### src/rtl/instruction_fetch.sv
// Instruction fetch stage: holds the fetch PC, latches memory data into ir, and handles jump redirects and stalls.
// Optional breakpoint/halt support is compiled in with `define FETCH_BREAKPOINT_EN.
module instruction_fetch (
  input  logic        clock,
  input  logic        reset,
  input  logic        stall,
  input  logic        jump_valid,
  input  logic [7:0]  jump_addr,
  output logic [7:0]  address,
  input  logic [31:0] instruction_in,
  output logic [31:0] ir,
  output logic [7:0]  ir_pc,
  output logic        ir_valid,
  output logic        halted
`ifdef FETCH_BREAKPOINT_EN
  ,
  input  logic        bp_en,
  input  logic [7:0]  bp_addr,
  input  logic        resume
`endif
);

  typedef enum logic {RUN, HALT} state_t;

  state_t      state, state_next;
  logic [7:0]  pc, pc_next;
  logic [31:0] ir_next;
  logic [7:0]  ir_pc_next;
  logic        ir_valid_next;
  logic        bp_hit;

`ifdef FETCH_BREAKPOINT_EN
  // skip suppresses the breakpoint for the single fetch that follows a resume
  logic skip, skip_next;
  assign bp_hit = bp_en && (pc == bp_addr) && !skip;
  assign halted = (state == HALT);
`else
  assign bp_hit = 1'b0;
  assign halted = 1'b0;
`endif

  assign address = pc;

  always_ff @(posedge clock) begin
    if (reset) begin
      state    <= RUN;
      pc       <= '0;
      ir       <= '0;
      ir_pc    <= '0;
      ir_valid <= 1'b0;
`ifdef FETCH_BREAKPOINT_EN
      skip     <= 1'b0;
`endif
    end else begin
      state    <= state_next;
      pc       <= pc_next;
      ir       <= ir_next;
      ir_pc    <= ir_pc_next;
      ir_valid <= ir_valid_next;
`ifdef FETCH_BREAKPOINT_EN
      skip     <= skip_next;
`endif
    end
  end

  always_comb begin
    state_next    = state;
    pc_next       = pc;
    ir_next       = ir;
    ir_pc_next    = ir_pc;
    ir_valid_next = ir_valid;
`ifdef FETCH_BREAKPOINT_EN
    skip_next     = skip;
`endif
    case (state)
      RUN: begin
        // A redirect only counts when the instruction that issued it is valid
        if (jump_valid && ir_valid) begin
          pc_next       = jump_addr;
          ir_valid_next = 1'b0;
        end else if (!stall) begin
          if (bp_hit) begin
            state_next    = HALT;
            ir_valid_next = 1'b0;
          end else begin
            ir_next       = instruction_in;
            ir_pc_next    = pc;
            ir_valid_next = 1'b1;
            pc_next       = pc + 8'd1;
`ifdef FETCH_BREAKPOINT_EN
            skip_next     = 1'b0;
`endif
          end
        end
      end
      HALT: begin
        ir_valid_next = 1'b0;
`ifdef FETCH_BREAKPOINT_EN
        if (resume) begin
          state_next = RUN;
          skip_next  = 1'b1;
        end
`else
        state_next = RUN;
`endif
      end
      default: state_next = RUN;
    endcase
  end

endmodule

### config.mk
export PLATFORM = sky130hd
export DESIGN_NAME = instruction_fetch
export DESIGN_NICKNAME = d
export VERILOG_FILES = /design/src/rtl/instruction_fetch.sv
export SDC_FILE = /design/constraint.sdc
export NUM_CORES = 1
export LEC_CHECK = 0
export BUFFER_PORTS_ARGS = -buffer_cell sky130_fd_sc_hd__buf_4
export CAP_MARGIN = 20
export CORE_ASPECT_RATIO = 0.75
export CORE_MARGIN = 4
export CORE_UTILIZATION = 40
export DETAILED_ROUTE_END_ITERATION = 8
export GPL_ROUTABILITY_DRIVEN = 0
export PLACE_DENSITY = 0.76
export SYNTH_ARGS = -nofsm -noshare
export SYNTH_HDL_FRONTEND = slang
export SYNTH_SLANG_ARGS = --single-unit
### constraint.sdc
create_clock -name clock -period 1.2 [get_ports clock]
set_input_delay 0.12 -clock clock [delete_from_list [all_inputs] [get_ports clock]]
set_output_delay 0.12 -clock clock [all_outputs]
set_load 0.03 [all_outputs]
## Yosys cells after proc, flatten, opt, wreduce, memory -nomap -nowiden

Index checks and enable logic that the tools add are counted.

- Output and inout bits: 50
- Input port bits: 44
- Flip-flop bits (word level): 49
- Word-level logic and storage cells: 14

- Mux-type cells: 4
- Reduce and logical (&&, ||, !) cells: 2
- Equality and inequality tests: 1
- Bitwise gates (word level): 2
- $add $sub $neg: 1

Operators with widths:

| operator | number |
|---|---|
| $mux 8 | 2 |
| $add 8x1->8 const B | 1 |
| $mux 1 | 2 |
| $ne 2x1->1 const B | 1 |
| $not 1->1 | 2 |
| $reduce_and 2->1 | 1 |
| $logic_and 1x1->1 | 1 |

## Logic depth before layout (Yosys ltp)

Gate-level depths: netlist (run 1).

- Depth after elaboration: 3
- Depth in mapped cells: 5
- Mapped depth without buffers: 4

## Worst setup path after synthesis (run 1)

No wires, ideal clock.

- Path type: reg-to-reg
- From: register pc[0] (netlist: address[0])
- To: register pc[4] (netlist: address[4])
- Arrival time: 1.475 ns
- Data required time: 1.109 ns
- Slack: -0.366 ns
- Cell stages (with the launch flop): 5
- Clock period less this slack: 1.566 ns
- Setup time: 0.091 ns
- Buffers on the path: 0
- Path through: dfxtp_1 > ha_1 > nand2b_4 > or3_1 > a311oi_1

- Cells in the longest elaborated chain, start to end: 3

RTL lines:

| element | RTL line | source |
|---|---|---|
| start, declared | 26 | `logic [7:0] pc, pc_next;` |
| start signal, assigned | 56 | `pc <= pc_next;` |
| $add 8x1->8 | 89 | `pc_next = pc + 8'd1;` |
| $mux 8 | 81 | `end else if (!stall) begin` |
| $mux 8 | 78 | `if (jump_valid && ir_valid) begin` |

Every way passes these cells. The select of a mux whose other input is x is not followed.
A chain may end at the register's enable or synchronous reset.

## Worst setup path after layout (run 1)

- From: register ir_valid
- To: register ir_pc[7]

- Cells in the longest elaborated chain, start to end: 3

RTL lines:

| element | RTL line | source |
|---|---|---|
| start, declared | 13 | `output logic ir_valid,` |
| start signal, assigned | 59 | `ir_valid <= ir_valid_next;` |
| $logic_and 1x1->1 | 78 |  |
| $not 1->1 (no source line) | - |  |
| $reduce_and 2->1 (no source line) | - |  |
| end signal, assigned | 58 | `ir_pc <= ir_pc_next;` |
| end, declared | 12 | `output logic [7:0] ir_pc,` |

Every way passes these cells.

==> metrics.md, run 1 <==
| Metric | Value |
|---|---|
| Worst ir drop on vdd | 1.12 mV |
| Area Growth Syn to Fin | 70.2% |
| Ratio of cells with drive above 1 in the final layout | 50.6% |
| Crit Path Class | reg -> reg |
| R2R cell count | 6 |
| Final Max Tran Viols | 0 |
| Power Dens Cells | between 1000 and 1500 mW/mm² |
| Post-Layout Cell Count | 397 |
| Final Critical Period | 1.26 ns |
| Hold Crit Class | in -> reg |
| Layout Nets | 384 |
| Worst Min Path Start | instruction_in[12] |
| Worst hold path stage count | 3 |
| Initial antenna violation count | 0 |
| Outcome | finished with violations |
| Worst Path Arrival | 1.49 ns |
| Main area contributors after synthesis | dfxtp_1, nand2_1, a21oi_1 |
| Die area | 0.00580 mm² |
| Max cap viols | 0 |
| Synth Net Count | around 280 |
| Finished Cell Area | 0.00316 mm² |
| Clk root buf | clkbuf_8 |
| Mean Syn Cell Area | 8.03 µm² |
| FF+latch count, synth | 49 |
| Vias per inst | 5.05 |
| Largest net degree at the start of global routing | 49 |
| Final setup skew | 0.00281 ns |
| Hold EP | ir[12] |
| Clk_lat worst skew | 0.30 ns |
| Crit-path cells | buf_6 -> a21oi_4 -> buf_12 -> clkbuf_16 -> nand2_4 -> a21oi_2 |
| Final ANT Viol Nets | 0 |
| FMAX | 0.796 GHz |
| Top-count cell post-synth | nand2_1 |
| Detailed Route Iter0 Violations | 82 |
| Worst path max stage delay | 0.35 ns |
| Dpl hpwl | 3.75 mm |
| Top cell type by total area after synthesis | dfxtp_1 |
| # rows | 21 |
| Core area | 0.00447 mm² |
| Critical Path Slowest Stage Cell | dfxtp_4 |
| Synth cell types | 32 |
| Total chip power | 3.87 mW |
| Synthesized area | roughly 0.0019 mm² |
| Final hold vios | 0 |
| GRT Residual Overflow | 0 |
| DRC errors left | 0 |
| Synth Instances | 231 |
| First-pass GRT wire length | 8.05 mm |
| Reg-to-reg slack, setup | -0.06 ns |
| H-tree Lvls | 2 |
| Bufs and invs on worst path | 3 |
| Post-synth top cells | nand2_1, dfxtp_1, a21oi_1 |
| Synth warnings | 0 |
| # IOs | 94 |
| CP max FO | 8 |
| CP delay by family, top | buffers and inverters |
| Die width | 86.6 µm |
| Final worst path period share | 105% |
| Final setup margin | -0.0566 ns |
| FFs w/ async S/R, synth | 0% |
| Vias in the first global route | 1747 |
| Seq/Total Area, Yosys | 52.9% |
| CTS tree | done |
| Routed WL per cell | 15.1 µm |
| TritonCTS buffer count | 5 |
| Final setup violation count | 11 |
| Worst r2r src | ir_valid |
| Yosys top cell area share | 52.9% |
| Via Count | 2006 |
| Drt first pass iters | 4 |
| Worst Path Required | 1.43 ns |
| Setup TNS | -0.250 ns |
| Leakage power | ~1.4 nW |
| Port bufs | 92 |
| Cts-stage hold buffer count | 0 |
| Antenna cells | 0 |
| Die Span Y | 67.0 µm |
| Ys flop type | dfxtp_1 |
| Placed cell area | 0.00274 mm² |
| Starting density of the core | 41.5% |
| Worst flop-to-flop path endpoint | ir_pc[7] |
| Clock tree buffer depth | 2 |
| Critical path endpoint category | flip-flop |
| Fill cells | between 300 and 400 |
| Total GRT Usage | between 10% and 20% |
| CP Launch Type | flip-flop |
| Failing checks | negative setup slack |
| Clock slew at reported path FFs | 0.09 ns |
| RSZ-0062 raised after global routing | yes |
| EDFF count, synth | 0 |
| Sink Count | 49 |
| Final WL | 5.98 mm |
| Dpl cells | 379 |
==> worst reg2reg max path, delay by kind of cell, from the launching register on <==
kind | cells | cell delay, ns
AND/OR/NAND/NOR | 1 | 0.06
AO/OA/AOI/OAI | 2 | 0.30
buffers and inverters | 3 | 0.48
flip-flops | 1 | 0.35
==> through the flow <==
step	setup slack, ns	hold slack (ns)	utilization (%)
after CTS	-0.0200	0.0554	64.1
after global placement	0.00325	0.366	61.2
final	-0.0566	0.0558	70.7
after detailed placement	-0.0423	0.376	61.2
after global routing	-0.0870	0.0436	70.7
after floorplan	-0.0647	0.256	-
==> power breakdown <==
group / total (mW) / internal, mW / switching, mW
clock: 1.13 / 0.596 / 0.533
combinational: 0.948 / 0.426 / 0.522
sequential: 1.79 / 1.72 / 0.0711
total: 3.87 / 2.75 / 1.13
==> cells in the final DEF, fill, tap and decap left out, drive strengths merged <==
cell type,instances
a211oi,2
a21o,1
a21oi,43
a22oi,1
a311oi,3
and3,1
buf,114
clkbuf,11
conb,1
dfxtp,49
ha,1
inv,1
mux2i,1
nand2,84
nand2b,2
nand3,3
nand4,1
nand4b,1
nor2,7
o2111ai,1
o21ai,3
o311ai,1
o31ai,1
or3,2
or4,1
or4b,1
xnor2,1
xor2,2
==> final cells by class <==
| type | count | area, µm² | area share [%] |
|---|---|---|---|
| Sequential cell | 49 | 1010 | 31.9 |
| Multi-Input combinational cell | 165 | 975 | 30.9 |
| Clock buffer | 8 | 111 | 3.53 |
| Tap cell | 57 | 71.3 | 2.26 |
| Timing Repair Buffer | 117 | 987 | 31.3 |
| Inverter | 1 | 3.75 | 0.119 |
==> what timing repair did <==
item	CTS	global route
pin swaps	4	17
resized for setup	0	44
endpoints found under the hold margin	0	0
cloned	0	5
setup buffers	2	3
endpoints found under the setup margin	4	36
==> sequential cells by signal, summed over array words and instances (netlist names) <==
register / cells
address: 8
ir_valid: 1
ir: 32
ir_pc: 8
==> metal layers <==
layer | wire length, µm | share of wire (%) | global-route usage (%)
met1 | 2620 | 44 | 22.0
met4 | 82 | 1.4 | 6.03
met3 | 351 | 5.9 | 4.57
met5 | 0 | 0 | 0
met2 | 2930 | 49 | 29.0
==> logic make-up (layout without fill, tap and decap cells) <==
group	count (synthesis)	after routing	synth area share, %
compound gates	56	56	16.8
xor+xnor	3	3	1.42
fa+ha+maj	1	1	0.675
buf+inv	17	126	4.12
flops	49	49	52.9
mux	1	1	0.540
other cells	1	1	0.202
simple gates	103	103	23.3
==> how the worst max path moves through the flow <==
stage,from,endpoint,cells past startpoint
floorplan,address[1],address[5],3
global placement,address[1],address[5],3
detailed placement,address[1],address[4],4
CTS,address[1],address[4],4
global route,ir_valid,ir_pc[7],6
finish,ir_valid,ir_pc[7],6
Note: power is estimated with default switching activity, not from simulation.
==> inputs of run 2 (changes only) <==
--- a/config.mk
+++ b/config.mk
@@ -12,6 +12,7 @@
 export CORE_UTILIZATION = 40
 export DETAILED_ROUTE_END_ITERATION = 8
 export GPL_ROUTABILITY_DRIVEN = 0
+export MAX_ROUTING_LAYER = met4
 export PLACE_DENSITY = 0.76
 export SYNTH_ARGS = -nofsm -noshare
 export SYNTH_HDL_FRONTEND = slang
==> run 2 against run 1 <==
Compared with the run above:
- power is 0.17% higher
- largest power group unchanged
- setup slack worse by 0.0059 ns
- final area hardly changed
- count of clock-buffer cells in the layout stayed put
- highest routed layer unchanged
- largest cell class unchanged
- clock power hardly changed
- the run still ends with negative setup slack left
- critical path depth stayed put
- core utilization is 0.056 points lower
- global-route usage is 0.52 points higher
- sequential power hardly changed
==> metrics.md, run 2 (synthesis gave the netlist of run 1 again) <==
| Metric | Value |
|---|---|
| RSZ-0062 raised after global routing | yes |
| Area Growth Syn to Fin | 70.1% (about the same) |
| First-pass GRT wire length | 8.07 mm (+0.26%) |
| Max reg flops | 32 (unchanged) |
| Final setup violation count | 11 (unchanged) |
| Critical path endpoint category | flip-flop |
| TritonCTS buffer count | 5 (unchanged) |
| FMAX | 0.792 GHz (-0.47%) |
| Placed cell area | 0.00274 mm² (unchanged) |
| Finished Cell Area | 0.00315 mm² (about the same) |
| Final setup margin | -0.0625 ns (-0.00589 ns) |
| Vias in the first global route | 1751 (+0.23%) |
| Max cap viols | 0 (unchanged) |
| Leakage power | 1.39 nW (about the same) |
| Initial antenna violation count | 0 (unchanged) |
| Layout Nets | 384 (unchanged) |
| Final WL | 6.02 mm (+0.62%) |
| # rows | 21 (unchanged) |
| Hold EP | ir[12] |
| Clock tree buffer depth | 2 (unchanged) |
| Ratio of cells with drive above 1 in the final layout | 50.3% (-0.29 points) |
| # IOs | 94 (unchanged) |
| Detailed Route Iter0 Violations | 73 (-11%) |
| Worst r2r src | ir_valid |
| P_int | 2.75 mW (about the same) |
| Post-layout util | 70.6% (about the same) |
| Commonest non-fill, non-tap cell in the layout | buf_4 |
| Cts-stage hold buffer count | 0 (unchanged) |
| Die Span Y | 67.0 µm (unchanged) |
| H-tree Lvls | 2 (unchanged) |
| Worst slack, placed | -0.0423 ns (unchanged) |
| CP Launch Type | flip-flop |
| CTS tree | done |
| Worst ir drop on vdd | 1.12 mV (about the same) |
| Crit Path Class | reg -> reg |
| DRC errors left | 0 (unchanged) |
| Sw Share | 29.2% (+0.13 points) |
| Failing checks | negative setup slack |
| Reg-to-reg slack, setup | -0.06 ns (about the same) |
| Sink Count | 49 (unchanged) |
| Gr busiest metal | met2 |
| Die area | 0.00580 mm² (unchanged) |
| Total chip power | 3.88 mW (+0.17%) |
| Final Max Tran Viols | 0 (unchanged) |
| Worst Min Path Start | instruction_in[12] |
| Seq pwr share | 46.3% (about the same) |
| Fill cells | 354 (-0.28%) |
| GRT Residual Overflow | 0 (unchanged) |
| Clk_lat worst skew | 0.30 ns (about the same) |
| Outcome | finished with violations |
| Antenna cells | 0 (unchanged) |
| Largest net degree at the start of global routing | 49 (unchanged) |
| Met3 usage | 4.45% (-0.12 points) |
| Dpl hpwl | 3.75 mm (unchanged) |
| Total GRT Usage | 18.0% (+0.52 points) |
| Most frequent cells in the layout | buf_4, nand2_1, dfxtp_1, a21oi_1, a21oi_2 |
| Drt first pass iters | 4 (unchanged) |
| Largest Register | ir |
| Final worst path period share | 105% (+0.49 points) |
| Setup TNS | -0.293 ns (-0.0431 ns) |
| Final hold vios | 0 (unchanged) |
| Final setup skew | 0.00506 ns (+0.00225 ns) |
| Routed WL per cell | 15.2 µm (+0.62%) |
| Starting density of the core | 41.5% (unchanged) |
| Final Critical Period | 1.26 ns (+0.00589 ns) |
| Via Count | 1987 (-0.95%) |
| Worst Path Arrival | 1.50 ns (about the same) |
| Die width | 86.6 µm (unchanged) |
| Comb power frac | 24.4% (about the same) |
| NetSw | 1.13 mW (+0.62%) |
| Port bufs | 92 (unchanged) |
| Core area | 0.00447 mm² (unchanged) |
| Worst hold path stage count | 3 (unchanged) |
| Clock slew at reported path FFs | 0.09 ns (about the same) |
| Clk root buf | clkbuf_8 |
| Final ANT Viol Nets | 0 (unchanged) |
| Vias per inst | 5.01 (-0.95%) |
| Worst Path Required | 1.44 ns (about the same) |
| Worst flop-to-flop path endpoint | ir_pc[7] |
| Clock network fraction of total power | 29.3% (about the same) |
| Routing usage on met1 | 22.2% (+0.22 points) |
| R2R cell count | 6 (unchanged) |
| Met2 usage | 29.0% (unchanged) |
| Power Dens Cells | 1230 mW/mm² (+0.25%) |
| Hold Crit Class | in -> reg |
| CP max FO | 8 (unchanged) |
[run 2: cell counts in the layout (fill, tap and decap cells not counted)]
Identical to the previous run, type by type.
[run 2: critical path: stages (launching register included)]
cell       delay [ns]
dfxtp_4          0.36
buf_6            0.13
a21oi_4          0.16
buf_12           0.16
clkbuf_16        0.19
nand2_4          0.06
a21oi_2          0.14
[run 2: power groups by stage]
stage          clock [mW]  combinational (mW)  sequential, mW
6_report             1.14               0.948            1.80
5_1_grt              1.25                1.00            1.81
4_1_cts              1.15               0.807            1.79
3_5_place_dp            0               0.802            1.83
3_3_place_gp            0               0.797            1.82
2_1_floorplan           0               0.222            2.03
[run 2: layer usage]
metal / vias to the layer above / share of wire [%]
met5: - / 0
met4: 0 / 1.9
met3: 10 / 5.7
met2: 58 / 48
met1: 932 / 44
li1: 987 / -
[run 2: area by class of cell]
class                           instances  area [µm²]  share of cell area [%]
Tap cell                               57        71.3                    2.26
Timing Repair Buffer                  117         987                    31.3
Multi-Input combinational cell        165         972                    30.8
Sequential cell                        49        1010                    32.0
Inverter                                1        3.75                   0.119
Clock buffer                            8         111                    3.53
[run 2: metrics by stage]
stage,cells,hold WS [ns]
after detailed placement,379,0.376
final,397,0.0539
after floorplan,231,0.256
after CTS,389,0.0554
after global placement,379,0.366
after global routing,397,0.0436
[run 2: what timing repair did]
action / CTS / global route
cloned: 0 / 5
setup buffers: 2 / 3
resized for setup: 0 / 43
pin swaps: 4 / 17
endpoints found under the setup margin: 4 / 36
[run 2: how the worst max path moves through the flow]
| stage | start | endpoint | slack, ns | depth (start not counted) |
|---|---|---|---|---|
| 2_1_floorplan | address[1] | address[5] | -0.06 | 3 |
| 5_1_grt | ir_valid | ir_pc[7] | -0.09 | 6 |
| 6_report | ir_valid | ir_pc[7] | -0.06 | 6 |
| 3_3_place_gp | address[1] | address[5] | 0.003 | 3 |
| 4_1_cts | address[1] | address[4] | -0.02 | 4 |
| 3_5_place_dp | address[1] | address[4] | -0.04 | 4 |
==> inputs of run 3 (changes only) <==
--- a/config.mk
+++ b/config.mk
@@ -14,6 +14,7 @@
 export GPL_ROUTABILITY_DRIVEN = 0
 export MAX_ROUTING_LAYER = met4
 export PLACE_DENSITY = 0.76
+export SETUP_SLACK_MARGIN = 0.4
 export SYNTH_ARGS = -nofsm -noshare
 export SYNTH_HDL_FRONTEND = slang
 export SYNTH_SLANG_ARGS = --single-unit
==> run 3 against run 2 <==
Compared with the run above:
- the flow still finishes with violations (negative setup slack)
- maximum frequency is 6.0% lower
- sequential cell count unchanged
- core utilization increased by 15 points
- cell count is 4.3% higher
- sequential share of layout area is 4.1 points lower
- first-iteration DRC count increased by 18%
- critical path type unchanged
- critical endpoint is now address[7]
==> metrics.md, run 3 (synthesis gave the netlist of run 1 again) <==
| Metric | Value |
|---|---|
| Commonest non-fill, non-tap cell in the layout | buf_6 |
| Failing checks | negative setup slack |
| Hold Crit Class | in -> reg |
| Antenna cells | 0 (unchanged) |
| Worst setup path start | address[3] |
| Worst slack, placed | -0.0676 ns (-0.0252 ns) |
| Initial antenna violation count | 0 (unchanged) |
| Cts-stage hold buffer count | 0 (unchanged) |
| Total chip power | 4.27 mW (+10%) |
| CTS tree | done |
| Worst hold path stage count | 3 (unchanged) |
| CP delay by family, top | simple AND/OR/NAND/NOR gates |
| Die area | 0.00580 mm² (unchanged) |
| Most frequent cells in the layout | buf_6, buf_4, nand2_1, dfxtp_2, a21oi_2 |
| Crit Path Class | reg -> reg |
| GRT Residual Overflow | 0 (unchanged) |
| First-pass GRT wire length | 9.71 mm (+20%) |
| DRC errors left | 0 (unchanged) |
| Layout Nets | 401 (+4.4%) |
| FMAX | 0.744 GHz (-6.0%) |
| Worst Path Required | 1.41 ns (-0.03 ns) |
| Worst ir drop on vdd | 0.833 mV (-26%) |
| Reg-to-reg slack, setup | -0.14 ns (-0.08 ns) |
| Fill cells | 238 (-33%) |
| Max cap viols | 0 (unchanged) |
| Final setup skew | 0.0117 ns (+0.00667 ns) |
| Area Growth Syn to Fin | 106% |
| Worst-Margin Slew | between 0.6 and 0.7 ns |
| Vias in the first global route | 2073 (+18%) |
| Starting density of the core | 41.5% (unchanged) |
| Detailed Route Iter0 Violations | 86 (+18%) |
| Largest Register | ir |
| Final worst path period share | 112% (+6.8 points) |
| Critical path endpoint category | flip-flop |
| Hold EP | ir[0] |
| Final Critical Period | 1.34 ns (+0.0813 ns) |
| Worst r2r src | address[3] |
| Port bufs | 92 (unchanged) |
| Final Max Tran Viols | 0 (unchanged) |
| Clk_lat worst skew | 0.30 ns (about the same) |
| R2R cell count | 3 (-3) |
| Die width | 86.6 µm (unchanged) |
| Dpl cells | 378 (-0.26%) |
| FF/Latch Area | 0.00106 mm² (+5.3%) |
| Drt first pass iters | 4 (unchanged) |
| Final WL | 6.83 mm (+14%) |
| Worst Min Path Start | instruction_in[0] |
| Final setup violation count | 44 (+33) |
| Via Count | 2158 (+8.6%) |
| Total GRT Usage | 22.2% (+4.2 points) |
| Final ANT Viol Nets | 0 (unchanged) |
| Hold WS | 0.0522 ns (-0.00161 ns) |
| Final hold vios | 0 (unchanged) |
| Clk root buf | clkbuf_8 |
| Largest net degree at the start of global routing | 41 (-16%) |
| Vias per inst | 5.21 (+4.1%) |
| TritonCTS buffer count | 5 (unchanged) |
| Critical Path Slowest Stage Cell | or4b_1 |
| Die Span Y | 67.0 µm (unchanged) |
| Routed WL per cell | 16.5 µm (+8.9%) |
| Post-Layout Cell Count | 414 (+4.3%) |
| # rows | 21 (unchanged) |
| Worst flop-to-flop path endpoint | address[7] |
| Final setup margin | -0.144 ns (-0.0813 ns) |
| Clock slew at reported path FFs | 0.09 ns (about the same) |
| Max reg flops | 32 (unchanged) |
| Core area | 0.00447 mm² (unchanged) |
| Dpl hpwl | 3.68 mm (-2.0%) |
| Worst Path Arrival | 1.55 ns (+0.05 ns) |
| Sink Count | 49 (unchanged) |
| Area of the multi-input gates | 0.00120 mm² (+23%) |
| Worst relative slew slack | 59.2% |
| Power Dens Cells | 1120 mW/mm² (-9.0%) |
| Worst path max stage delay | 0.56 ns (+0.20 ns) |
| Crit-path cells | nand4_1 -> or4b_1 -> o311ai_2 |
| Outcome | finished with violations |
| H-tree Lvls | 2 (unchanged) |
| # IOs | 94 (unchanged) |
| Bufs and invs on worst path | 0 (-3) |
| CP max FO | 5 (-3) |
| Ratio of cells with drive above 1 in the final layout | 76.8% (+26 points) |
| Leakage power | 1.62 nW (+17%) |
| RSZ-0062 raised after global routing | yes |
| CP Launch Type | flip-flop |
| Clock tree buffer depth | 2 (unchanged) |
==> run 3: how the worst max path moves through the flow <==
| stage | to | slack, ns | depth (start not counted) |
|---|---|---|---|
| final | address[7] | -0.14 | 3 |
| after global routing | address[6] | -0.17 | 3 |
| after CTS | address[4] | -0.05 | 4 |
| after detailed placement | address[4] | -0.07 | 4 |
| after global placement | address[5] | -0.0003 | 3 |
| after floorplan | address[5] | -0.06 | 3 |
==> run 3: report_power, final <==
group,switching (mW),internal (mW)
registers,0.0937,1.74
logic,0.620,0.611
clock network,0.531,0.680
==> run 3: through the flow <==
stage	util (%)	area, µm²	setup TNS (ns)
floorplan	-	1970	-0.215
global placement	61.0	2720	-0.000332
detailed placement	61.0	2720	-0.0957
CTS	77.3	3450	-0.385
global route	85.5	3820	-4.68
finish	85.5	3820	-2.16
==> run 3: routing by layer <==
layer / part of all wire (%) / global-route usage [%] / up-vias
li1: - / - / 1027
met1: 39 / 25.8 / 1050
met2: 54 / 38.9 / 71
met3: 5.0 / 4.33 / 10
met4: 1.5 / 6.81 / 0
met5: 0 / - / -
==> run 3: tightest hold or removal path, stage by stage <==
cell and delay [ns]:
buf_4 0.11, nand2_2 0.05, a21oi_2 0.04
==> run 3: layout make-up <==
type	instances	share of cell area (%)
Timing Repair Buffer	133	35.8
Multi-Input combinational cell	166	31.3
Sequential cell	49	27.8
Clock buffer	7	2.26
Tap cell	57	1.87
Clock inverter	1	0.787
Inverter	1	0.0983
==> run 3: what timing repair did <==
action / 4_1_cts / 5_1_grt
resized for setup: 144 / 69
cloned: 5 / 0
buffers inserted: 12 / 11
pin swaps: 45 / 41
setup endpoints to repair: 98 / 98
